===== src/rtl/encoder_pkg.sv =====
// Shared constants, FSM state type and pi lane routing
// for the matrix encoder controller.
package encoder_pkg;

  localparam int W     = 25;
  localparam int DEPTH = 64;
  localparam int AW    = 6;
  localparam int RW    = 5;

  typedef enum logic [2:0] {
    S_IDLE  = 3'd0,
    S_READ  = 3'd1,
    S_LOAD  = 3'd2,
    S_PERM  = 3'd3,
    S_WRITE = 3'd4,
    S_DONE  = 3'd5
  } state_e;

  // Lane i = 5y+x moves to x'=y, y'=(2x+3y) mod 5.
  function automatic int pi_dest(input int i);
    int x;
    int y;
    x = i % 5;
    y = i / 5;
    return 5 * ((2 * x + 3 * y) % 5) + y;
  endfunction

endpackage


===== src/rtl/pi_permute.sv =====
// Combinational 5x5 lane permutation; pure wiring.
// Routing comes from encoder_pkg::pi_dest.
module pi_permute
  import encoder_pkg::*;
(
  input  logic [W-1:0] line_i,
  output logic [W-1:0] line_o
);

  for (genvar i = 0; i < W; i++) begin : g_lane
    assign line_o[pi_dest(i)] = line_i[i];
  end

endmodule


===== src/rtl/matrix_encoder_ctrl.sv =====
// Walks the line memory, applies cfg_rounds pi rounds per
// line and writes each result back through a ready port.
module matrix_encoder_ctrl
  import encoder_pkg::*;
(
  input  logic          clk,
  input  logic          rst,
  input  logic          start,
  input  logic [RW-1:0] cfg_rounds,
  output logic          busy,
  output logic          done,
  output logic          rd_en,
  output logic [AW-1:0] rd_addr,
  input  logic [W-1:0]  rd_data,
  output logic          wr_en,
  output logic [AW-1:0] wr_addr,
  output logic [W-1:0]  wr_data,
  input  logic          wr_ready
);

  state_e        state_q, state_d;
  logic [AW-1:0] addr_q, addr_d;
  logic [RW-1:0] cnt_q, cnt_d;
  logic [RW-1:0] rounds_q, rounds_d;
  logic [W-1:0]  line_q, line_d;
  logic [W-1:0]  line_pi;

  pi_permute u_pi (
    .line_i (line_q),
    .line_o (line_pi)
  );

  always_comb begin
    state_d  = state_q;
    addr_d   = addr_q;
    cnt_d    = cnt_q;
    rounds_d = rounds_q;
    line_d   = line_q;
    unique case (state_q)
      S_IDLE: begin
        if (start) begin
          rounds_d = cfg_rounds;
          addr_d   = '0;
          state_d  = S_READ;
        end
      end
      S_READ: state_d = S_LOAD;
      S_LOAD: begin
        line_d  = rd_data;
        cnt_d   = rounds_q;
        state_d = (rounds_q != '0) ? S_PERM : S_WRITE;
      end
      S_PERM: begin
        line_d = line_pi;
        cnt_d  = cnt_q - RW'(1);
        if (cnt_q == RW'(1)) state_d = S_WRITE;
      end
      S_WRITE: begin
        if (wr_ready) begin
          if (addr_q == AW'(DEPTH - 1)) begin
            state_d = S_DONE;
          end else begin
            addr_d  = addr_q + AW'(1);
            state_d = S_READ;
          end
        end
      end
      S_DONE:  state_d = S_IDLE;
      default: state_d = S_IDLE;
    endcase
  end

  always_ff @(posedge clk) begin
    if (rst) begin
      state_q  <= S_IDLE;
      addr_q   <= '0;
      cnt_q    <= '0;
      rounds_q <= '0;
      line_q   <= '0;
    end else begin
      state_q  <= state_d;
      addr_q   <= addr_d;
      cnt_q    <= cnt_d;
      rounds_q <= rounds_d;
      line_q   <= line_d;
    end
  end

  // Outputs decode from registered state only.
  assign busy    = (state_q != S_IDLE);
  assign done    = (state_q == S_DONE);
  assign rd_en   = (state_q == S_READ);
  assign wr_en   = (state_q == S_WRITE);
  assign rd_addr = addr_q;
  assign wr_addr = addr_q;
  assign wr_data = line_q;

endmodule

===== config.mk =====
export PLATFORM = sky130hd
export DESIGN_NAME = matrix_encoder_ctrl
export DESIGN_NICKNAME = d
export VERILOG_FILES = /design/src/rtl/encoder_pkg.sv /design/src/rtl/pi_permute.sv /design/src/rtl/matrix_encoder_ctrl.sv
export SDC_FILE = /design/constraint.sdc
export NUM_CORES = 1
export LEC_CHECK = 0
export CORE_ASPECT_RATIO = 1.1
export CORE_MARGIN = 4
export CORE_UTILIZATION = 34
export CTS_CLUSTER_DIAMETER = 30
export DETAILED_ROUTE_END_ITERATION = 6
export SYNTH_ARGS = -nofsm -noshare
export SYNTH_HDL_FRONTEND = slang
export SYNTH_SLANG_ARGS = --single-unit

===== constraint.sdc =====
create_clock -name clk -period 1.4 [get_ports clk]
set_input_delay 0.28 -clock clk [delete_from_list [all_inputs] [get_ports clk]]
set_output_delay 0.28 -clock clk [all_outputs]
set_load 0.005 [all_outputs]

==> qor.yml, run 1 <==
cpPeakStageDelay_ns: 0.36
vias_per_cell: 5.09
failed_checks: "setup timing"
grt_usage_pct: 17.0
synth_top_area_share_pct: 39.5
grt_max_degree: 25
ctsHtreeMaxLevel: 2
fill_cells: 515
critPathCaptureType: "flip-flop"
synthArstFlopShare_pct: 0
r2r_slack_ns: -0.16
cp.arrival_ns: 1.76
critPathMaxFanout: 3
area_growth_pct: 83.6
cp.depth: 6
drtIter0Drc: 63
cp_top_family: "simple AND/OR/NAND/NOR gates"
finalSetupViolCount: 34
crit_path_top_delay_cell: "dfxtp_4"
syn_nets: 283
ios: 75
routed_wl_um: 7060
rsz0062_at_grt: "true"
p_per_area_nw_per_um2: 1120
synth_warnings: 0
clock_latency_ns: 0.29
whs_ns: 0.475
grt-ovfl-total: 0
p_leak_nw: 1.72
layout-drive-gt1-share_pct: 48.9
synth.distinct_cells: 42
cts_hold_buf: 0
syn_area_per_cell_um2: 9.07
gp_congestion: 0.757
critPathBufInv: 2
antenna_found_initial: 0
synth.ff_latch_count: 44
num_vias: 2299
setup_ws_ns: -0.163
final_antenna_net_count: 0
antenna_cells: 0
drv_cap: 0
synthFlopType: "dfxtp_1"
path_class: "flip-flop to flip-flop"
synth_edf_count: 0
nets: 409
slew_violations: 0
root_buffer: "clkbuf_8"
start_kind: "flip-flop"
die_x_um: 85.3
start_util_pct: 35.6
cts_sinks: 44
numCtsBuffers: 5
dp.final_hpwl_um: 4130
irDropWorstVdd_uv: 613
hp-class: "flip-flop to flip-flop"
dr.pass1.iters: 4
cts_tree: "yes"
status: "complete, but fails checks"
skew_ns: 0.0111
wl_per_cell_um: 15.6
clock_path_buffers: 2
fp.dieArea_um2: 7930
synthesis.area_um2: 2230
grt_pass1_vias: 2326
path_cells: "buf_6 > buf_6 > or3b_1 > a221oi_2 > nand2b_1 > o32ai_1"
core_area_um2: 6270
port_buffers: 74
yosys-top-cells-area: "dfxtp_1 (39%), mux2i_1 (13%), a211oi_1 (8.7%)"
period_minus_slack_ns: 1.56
grt_first_pass_wirelength_um: 11000
drc: 0
fmax_ghz: 0.640
path_common_cell: "buf_6"
yosysTopAreaCell: "dfxtp_1"
worst_pin_slew_ns: 0.410
required_ns: 1.60
slew-limit-headroom_pct: 72.7
die_h_um: 93.0
rows: 30
setup_tns_ns: -2.01
ys_seq_area_share_pct: 39.5
finalHoldViolCount: 0
r2r_cells: 6
synth_cells: 246
fin_crit_sh_pct: 112
whs_path_depth: 2
final_core_util_pct: 65.4
clk_pin_slew_worst_paths_ns: 0.09
## cell usage after synthesis (all sizes together), types with 5 or more instances
library cell  count
o21ai             8
inv               8
a21oi            13
mux2i            28
buf              19
nand2b            5
clkbuf            6
nor3              5
dfxtp            44
a211oi           26
nor2             37
nand2             9
## layout by cell type, fill, tap and decap left out, types with 6 or more instances in the layout
master	n
a21oi_2	6
a211oi_2	25
mux2i_1	28
dfxtp_1	17
a21oi_1	7
nor2_1	13
dfxtp_2	21
buf_16	6
dlygate4sd2_1	37
buf_4	43
nand2_1	8
nor2_4	19
inv_1	6
clkdlybuf4s50_1	33
buf_6	18
dfxtp_4	6
## registers in the layout (all words and copies together) (netlist names)
name and count:
wr_data 25, rounds_q 5, state_q 3, rd_addr 6, cnt_q 5
## final timing paths
| path | start | end |
|---|---|---|
| max reg2reg | state_q[1]$_SDFFE_PP0P_ | state_q[2]$_SDFFE_PP0P_ |
| min | rounds_q[0]$_SDFFE_PP0P_ | cnt_q[0]$_SDFFE_PP0P_ |
| max | state_q[1]$_SDFFE_PP0P_ | state_q[2]$_SDFFE_PP0P_ |
| min reg2reg | rounds_q[0]$_SDFFE_PP0P_ | cnt_q[0]$_SDFFE_PP0P_ |
## per-layer routing
layer  global-route usage [%]  routed length (um)  up-vias
met1                     18.9                2820     1120
met3                     2.82                 227        7
met4                     5.67                  80        0
met5                        0                   0        -
met2                     32.3                3930       44
li1                         -                   -     1128
## through the flow
step                worst slack [ns]  instance area (um2)  instances  power [mW]
finish                        -0.163                 4100        452        4.58
global route                  -0.226                 4100        452        4.84
CTS                           -0.175                 3890        451        4.37
detailed placement            -0.326                 3190        408        3.04
global placement              -0.311                 3190        408        3.03
floorplan                    -0.0174                 2240        246        2.39
## logic make-up (layout without fill, tap and decap cells)
logic type | after synthesis | after routing | share of synthesized area (%)
adders and majority gates | 3 | 3 | 1.68
AOI/OAI and AO/OA | 61 | 61 | 19.5
muxes | 29 | 29 | 13.2
buffers and inverters | 33 | 159 | 8.52
and+or+nand+nor | 76 | 76 | 17.7
DFF | 44 | 44 | 39.5
## where the power goes
part           switching [mW]  internal, mW  total (mW)
Sequential              0.153          1.44        1.59
Clock                   0.433         0.339       0.772
Combinational           0.981          1.24        2.22
Total                    1.57          3.02        4.58
## layout make-up
| type | count | area [um2] | share of cell area, % |
|---|---|---|---|
| multi-input cells | 169 | 1500 | 36.7 |
| repair buffers | 144 | 1460 | 35.5 |
| flip-flops and latches | 44 | 930 | 22.7 |
| well taps | 80 | 100 | 2.44 |
| clock buffers | 5 | 68.8 | 1.68 |
| inverters | 8 | 30.0 | 0.733 |
| clock inverters | 2 | 12.5 | 0.305 |
## worst reg2reg max path, cell delays in order, from the launching register on
cell and delay, ns:
dfxtp_4 0.36, buf_6 0.13, buf_6 0.11, or3b_1 0.35
a221oi_2 0.30, nand2b_1 0.09, o32ai_1 0.12
## timing repair
action / 4_1_cts / 5_1_grt
pin swaps: 24 / 22
setup buffers: 32 / 3
gates resized for setup: 132 / 64
gates cloned: 6 / 0
endpoints found under the hold margin: 0 / 0
setup endpoints to repair: 75 / 47
No activity file was read; power rests on OpenSTA's default activity.
==> run 2: changes to the inputs <==
==> constraint.sdc (replaced) <==
create_clock -name clk -period 1.25 [get_ports clk]
set_input_delay 0.25 -clock clk [delete_from_list [all_inputs] [get_ports clk]]
set_output_delay 0.25 -clock clk [all_outputs]
set_load 0.005 [all_outputs]
==> run 2 against run 1 <==
  * The flow still finishes with violations (setup timing)
  * Non-clock buffer count down 1
  * Cell count down 0.22%
  * Clock power up 14%
  * Global-route usage down 0.46 points
  * Power up 5.5%
  * Setup slack worse by 0.060 ns
  * Clock-buffer cell count unchanged
  * Worst hold slack better by 0.018 ns
  * Sequential share of layout area up 0.68 points
  * First-iteration DRC count up 6.3%
  * Combinational power about the same
  * Critical endpoint is now rd_addr[2]$_SDFFE_PP0P_
  * Largest power group unchanged
  * Highest routed layer unchanged
==> qor.yml, run 2 (synthesis gave the netlist of run 1 again) <==
routed_wl_um: 7300  # +3.4%
final_common_cell: "buf_4"
numCtsBuffers: 5  # unchanged
clock_latency_ns: 0.30  # about the same
setup_tns_ns: -8.11  # -6.09 ns
worst_pin_slew_ns: 0.389  # -0.0213 ns
grt_first_pass_wirelength_um: 10600  # -4.0%
num_vias: 2313  # +0.61%
whs_ns: 0.493  # +0.0178 ns
timing.rr.end: "rd_addr[2]$_SDFFE_PP0P_"
endpoint: "rd_addr[2]$_SDFFE_PP0P_"
r2r_cells: 7  # +1
p_leak_nw: 1.60  # -6.9%
cts_hold_buf: 0  # unchanged
fin_crit_sh_pct: 118  # +6.2 points
cts_sinks: 44  # unchanged
grt_max_degree: 26  # +4.0%
wl_per_cell_um: 16.2  # +3.6%
final_antenna_net_count: 0  # unchanged
dr.pass1.iters: 4  # unchanged
finalHoldViolCount: 0  # unchanged
nets: 408  # -0.24%
slew_violations: 0  # unchanged
path_class: "flip-flop to flip-flop"
status: "complete, but fails checks"
core_area_um2: 6270  # unchanged
failed_checks: "setup timing"
antenna_found_initial: 0  # unchanged
grt-ovfl-total: 0  # unchanged
power_mw: 4.84  # +5.5%
fp.dieArea_um2: 7930  # unchanged
hp-class: "flip-flop to flip-flop"
layout-drive-gt1-share_pct: 47.2  # -1.8 points
die_h_um: 93.0  # unchanged
port_buffers: 74  # unchanged
clk_pin_slew_worst_paths_ns: 0.08  # about the same
rows: 30  # unchanged
setup_ws_ns: -0.223  # -0.0601 ns
r2r-start: "rd_addr[1]$_SDFFE_PP0P_"
cts_tree: "yes"
root_buffer: "clkbuf_8"
cp.arrival_ns: 1.69  # -0.07 ns
vias_per_cell: 5.13  # +0.83%
p_per_area_nw_per_um2: 1220  # +9.4%
drtIter0Drc: 67  # +6.3%
area_growth_pct: 77.1
final_cell_mix: "buf_4 (46), clkdlybuf4s50_1 (35), nor2_1 (31)"
crit_start: "rd_addr[1]$_SDFFE_PP0P_"
period_minus_slack_ns: 1.47  # -0.0899 ns
critPathMaxFanout: 5  # +2
die_x_um: 85.3  # unchanged
grt_pass1_vias: 2156  # -7.3%
ios: 75  # unchanged
start_kind: "flip-flop"
finalSetupViolCount: 50  # +47%
drv_cap: 0  # unchanged
largest_register_ffs: 25  # unchanged
ctsHtreeMaxLevel: 2  # unchanged
slew-limit-headroom_pct: 74.1  # +1.4 points
rsz0062_at_grt: "true"
antenna_cells: 0  # unchanged
clock_path_buffers: 2  # unchanged
skew_ns: 0.00895  # -0.00211 ns
start_util_pct: 35.6  # unchanged
required_ns: 1.47  # -0.13 ns
critPathCaptureType: "flip-flop"
fmax_ghz: 0.679  # +6.1%
gp_congestion: 0.798  # +5.4%
irDropWorstVdd_uv: 539  # -12%
grt_usage_pct: 16.6  # -0.46 points
r2r_slack_ns: -0.22  # -0.06 ns
pre_cts_ws_ns: -0.484  # -0.158 ns
dp.final_hpwl_um: 4220  # +2.1%
drc: 0  # unchanged
[run 2: area by class of cell]
class | count | area (um2)
Fill cell | 529 | 2320
Inverter | 8 | 30.0
Clock buffer | 5 | 68.8
Tap cell | 80 | 100
Sequential cell | 44 | 923
Clock inverter | 2 | 12.5
Multi-Input combinational cell | 169 | 1450
Timing Repair Buffer | 143 | 1370
[run 2: report_power, final]
group	switching, mW	internal (mW)
clock	0.503	0.379
sequential	0.144	1.61
combinational	1.02	1.18
total	1.67	3.17
[run 2: worst min path at each step]
stage,start,depth (start not counted),endpoint
5_1_grt,rounds_q[0]$_SDFFE_PP0P_,2,cnt_q[0]$_SDFFE_PP0P_
4_1_cts,wr_data[0]$_SDFFE_PP0P_,2,wr_data[0]$_SDFFE_PP0P_
3_5_place_dp,wr_data[0]$_SDFFE_PP0P_,2,wr_data[0]$_SDFFE_PP0P_
3_3_place_gp,wr_data[0]$_SDFFE_PP0P_,2,wr_data[0]$_SDFFE_PP0P_
2_1_floorplan,wr_ready,1,state_q[2]$_SDFFE_PP0P_
6_report,rounds_q[0]$_SDFFE_PP0P_,2,cnt_q[0]$_SDFFE_PP0P_
[run 2: what timing repair did]
item | 4_1_cts | 5_1_grt
pin swaps | 19 | 24
buffers inserted | 22 | 6
resized for setup | 121 | 64
cloned | 2 | 4
setup endpoints to repair | 85 | 51
[run 2: routing by layer]
layer / global-route usage [%] / share of wire (%) / vias up
li1: - / - / 1132
met1: 20.6 / 41 / 1116
met2: 29.4 / 53 / 58
met3: 2.91 / 4.5 / 7
met4: 4.09 / 1.3 / 0
met5: 0 / 0 / -
[run 2: critical path, cell delays in order, from the launching register on]
cell and delay, ns:
dfxtp_2 0.34, buf_6 0.10, ha_4 0.14, nand3_4 0.08
o311ai_4 0.38, buf_6 0.16, a21oi_4 0.03, nor3_2 0.17
[run 2: through the flow]
stage	area, um2	util, %	cells
after floorplan	2270	-	246
after global placement	3250	51.8	413
after detailed placement	3250	51.8	413
after CTS	3620	57.8	443
after global routing	3950	63.1	451
final	3950	63.1	451
==> run 3: changes to the inputs <==
--- a/config.mk
+++ b/config.mk
@@ -5,11 +5,13 @@
 export SDC_FILE = /design/constraint.sdc
 export NUM_CORES = 1
 export LEC_CHECK = 0
+export ABC_AREA = 1
 export CORE_ASPECT_RATIO = 1.1
 export CORE_MARGIN = 4
 export CORE_UTILIZATION = 34
 export CTS_CLUSTER_DIAMETER = 30
 export DETAILED_ROUTE_END_ITERATION = 6
+export PLACE_DENSITY = 0.65
 export SYNTH_ARGS = -nofsm -noshare
 export SYNTH_HDL_FRONTEND = slang
 export SYNTH_SLANG_ARGS = --single-unit
==> run 3 against run 2 <==
  * The run still ends with setup timing left
  * First-iteration DRC count up 27%
  * Non-clock buffer count grew 3
  * Highest routed layer unchanged
  * Largest cell class unchanged
  * Critical path type unchanged
  * Utilization up 3.1 points
  * Area after synthesis down 1.2%
==> qor.yml, run 3 <==
ios: 75  # unchanged
synth.ff_latch_count: 44  # unchanged
r2r-start: "state_q[1]$_SDFFE_PP0P_"
path_class: "flip-flop to flip-flop"
setup_ws_ns: -0.171  # +0.0522 ns
whs_path_depth: 2  # unchanged
grt_first_pass_wirelength_um: 11900  # +13%
clk_pin_slew_worst_paths_ns: 0.09  # about the same
dr.pass1.iters: 4  # unchanged
syn_nets: 356  # +26%
nets: 492  # +21%
yosys-top-cells-area: "dfxtp_1 (40%), nand2_1 (15%), inv_1 (6.8%)"
cts_hold_buf: 0  # unchanged
period_minus_slack_ns: 1.42  # -0.0522 ns
design_area_um2: 4120  # +4.3%
drv_cap: 0  # unchanged
yosysTopAreaCell: "dfxtp_1"
final_cell_mix: "nand2_1 (52), buf_4 (49), inv_1 (39)"
critPathMaxFanout: 5  # unchanged
status: "complete, but fails checks"
skew_ns: 0.00704  # -0.00191 ns
dr_wl_met3_um: 577  # +76%
clock_path_buffers: 2  # unchanged
synth_cells: 319  # +30%
clock_latency_ns: 0.30  # about the same
fmax_ghz: 0.704  # +3.7%
gp_congestion: 0.803  # +0.60%
largest_register_ffs: 25  # unchanged
finalSetupViolCount: 43  # -14%
synthFlopType: "dfxtp_1"
dp.final_hpwl_um: 4600  # +8.9%
synthesis.area_um2: 2200  # -1.2%
rows: 30  # unchanged
synthArstFlopShare_pct: 0  # unchanged
synth_common_cells: "nand2_1 (86), dfxtp_1 (44), inv_1 (40)"
ys_seq_area_share_pct: 40.0  # +0.49 points
r2r_cells: 8  # +1
grt_usage_pct: 18.6  # +2.1 points
drc: 0  # unchanged
cts_sinks: 44  # unchanged
grt_max_degree: 19  # -27%
synth_edf_count: 0  # unchanged
timing.rr.end: "rd_addr[2]$_SDFFE_PP0P_"
area_growth_pct: 86.9
r2r_slack_ns: -0.17  # +0.05 ns
layout-drive-gt1-share_pct: 44.6  # -2.6 points
grt_pass1_vias: 2634  # +22%
slew_violations: 0  # unchanged
syn_area_per_cell_um2: 6.91  # -24%
fp.dieArea_um2: 7840  # -1.1%
failed_checks: "setup timing"
slew-limit-headroom_pct: 84.4  # +10 points
antenna_cells: 0  # unchanged
p_leak_nw: 1.98  # +24%
met2_length_um: 3890  # +0.65%
hold_path_startpoint: "rounds_q[4]$_SDFFE_PP0P_"
die_h_um: 92.5  # -0.56%
place_area_um2: 3230  # -0.65%
finalHoldViolCount: 0  # unchanged
start_util_pct: 35.4  # -0.23 points
final_antenna_net_count: 0  # unchanged
whs_endpoint: "rounds_q[4]$_SDFFE_PP0P_"
fin_crit_sh_pct: 114  # -4.2 points
rsz0062_at_grt: "true"
required_ns: 1.45  # -0.02 ns
port_buffers: 74  # unchanged
worst_pin_slew_ns: 0.233  # -0.156 ns
critPathCaptureType: "flip-flop"
core_area_um2: 6230  # -0.60%
ctsHtreeMaxLevel: 2  # unchanged
power_mw: 8.50  # +76%
hp-class: "flip-flop to flip-flop"
routed_wl_um: 7610  # +4.3%
grt-ovfl-total: 0  # unchanged
cts_tree: "yes"
die_x_um: 84.8  # -0.56%
wl_per_cell_um: 14.2  # -12%
m1WireLength_um: 2930  # -2.6%
final_common_cell: "nand2_1"
synth_top_area_share_pct: 40.0  # +0.49 points
synth_warnings: 0  # unchanged
p_per_area_nw_per_um2: 2060  # +68%
fill_cells: 549  # +3.8%
drtIter0Drc: 85  # +27%
start_kind: "flip-flop"
numCtsBuffers: 5  # unchanged
irDropWorstVdd_uv: 872  # +62%
num_vias: 2595  # +12%
synthMostInstantiatedCell: "nand2_1"
cp.arrival_ns: 1.62  # -0.07 ns
antenna_found_initial: 0  # unchanged
maxUsedRoutingLayer: "met4"
synth.distinct_cells: 29  # -31%
root_buffer: "clkbuf_8"
vias_per_cell: 4.85  # -5.4%
## run 3: cells by family (layout without fill, tap and decap cells)
kind of cell	Yosys count	after routing	synth area share, %
compound gates	59	59	15.4
buf+inv	65	200	13.7
simple gates	146	147	28.4
flops	44	44	40.0
fa+ha+maj	3	3	1.70
xor+xnor	2	2	0.795
## run 3: worst max-delay path by stage
stage / startpoint / endpoint / slack [ns] / depth (start not counted)
floorplan: rd_addr[0]$_SDFFE_PP0P_ / rd_addr[1]$_SDFFE_PP0P_ / 0.01 / 10
detailed placement: wr_ready / rd_addr[1]$_SDFFE_PP0P_ / -0.22 / 8
finish: state_q[1]$_SDFFE_PP0P_ / rd_addr[2]$_SDFFE_PP0P_ / -0.17 / 8
global route: state_q[2]$_SDFFE_PP0P_ / wr_data[9]$_SDFFE_PP0P_ / -0.25 / 9
CTS: state_q[0]$_SDFFE_PP0P_ / rd_addr[0]$_SDFFE_PP0P_ / -0.20 / 9
global placement: wr_ready / rd_addr[1]$_SDFFE_PP0P_ / -0.18 / 8
## run 3: final cells by class
cell class / instances / area, um2 / share of cell area [%]
well taps: 80 / 100 / 2.43
clock buffers: 5 / 68.8 / 1.67
repair buffers: 146 / 1370 / 33.3
multi-input cells: 211 / 1400 / 33.9
repair inverters: 1 / 7.51 / 0.182
clock inverters: 2 / 60.1 / 1.46
flip-flops and latches: 44 / 925 / 22.4
inverters: 46 / 193 / 4.68
## run 3: worst max-delay path, cell delays in order (launching register included)
cell and delay, ns:
dfxtp_4 0.36, nor2_4 0.11, buf_6 0.11, buf_6 0.10
nand3b_1 0.12, nand2_4 0.13, clkinvlp_4 0.17, nand3_1 0.14
a21oi_1 0.07
## run 3: timing repair
action                                  CTS  global route
endpoints found under the setup margin   80            50
buffers inserted                         26            12
pin swaps                                36            44
cloned                                    7             0
hold endpoints to repair                  0             0
resized for setup                       161            64
## run 3: routing by layer
| layer | track usage (%) | up-vias |
|---|---|---|
| li1 | - | 1285 |
| met1 | 21.0 | 1199 |
| met2 | 32.8 | 88 |
| met3 | 6.14 | 23 |
| met4 | 6.07 | 0 |
| met5 | 0 | - |
## run 3: metrics by stage
stage | setup WS (ns) | util, % | instances | TNS (ns) | hold slack [ns]
detailed placement | -0.217 | 51.8 | 490 | -3.10 | 0.456
global route | -0.246 | 66.1 | 535 | -8.39 | 0.510
finish | -0.171 | 66.1 | 535 | -5.29 | 0.488
global placement | -0.184 | 51.8 | 490 | -2.76 | 0.453
CTS | -0.204 | 62.8 | 528 | -5.17 | 0.478
floorplan | 0.0103 | - | 319 | 0 | 0.319
## run 3: where the power goes
group	internal [mW]	switching, mW	total [mW]
sequential	1.81	0.290	2.09
combinational	2.54	2.58	5.12
clock	0.787	0.497	1.28
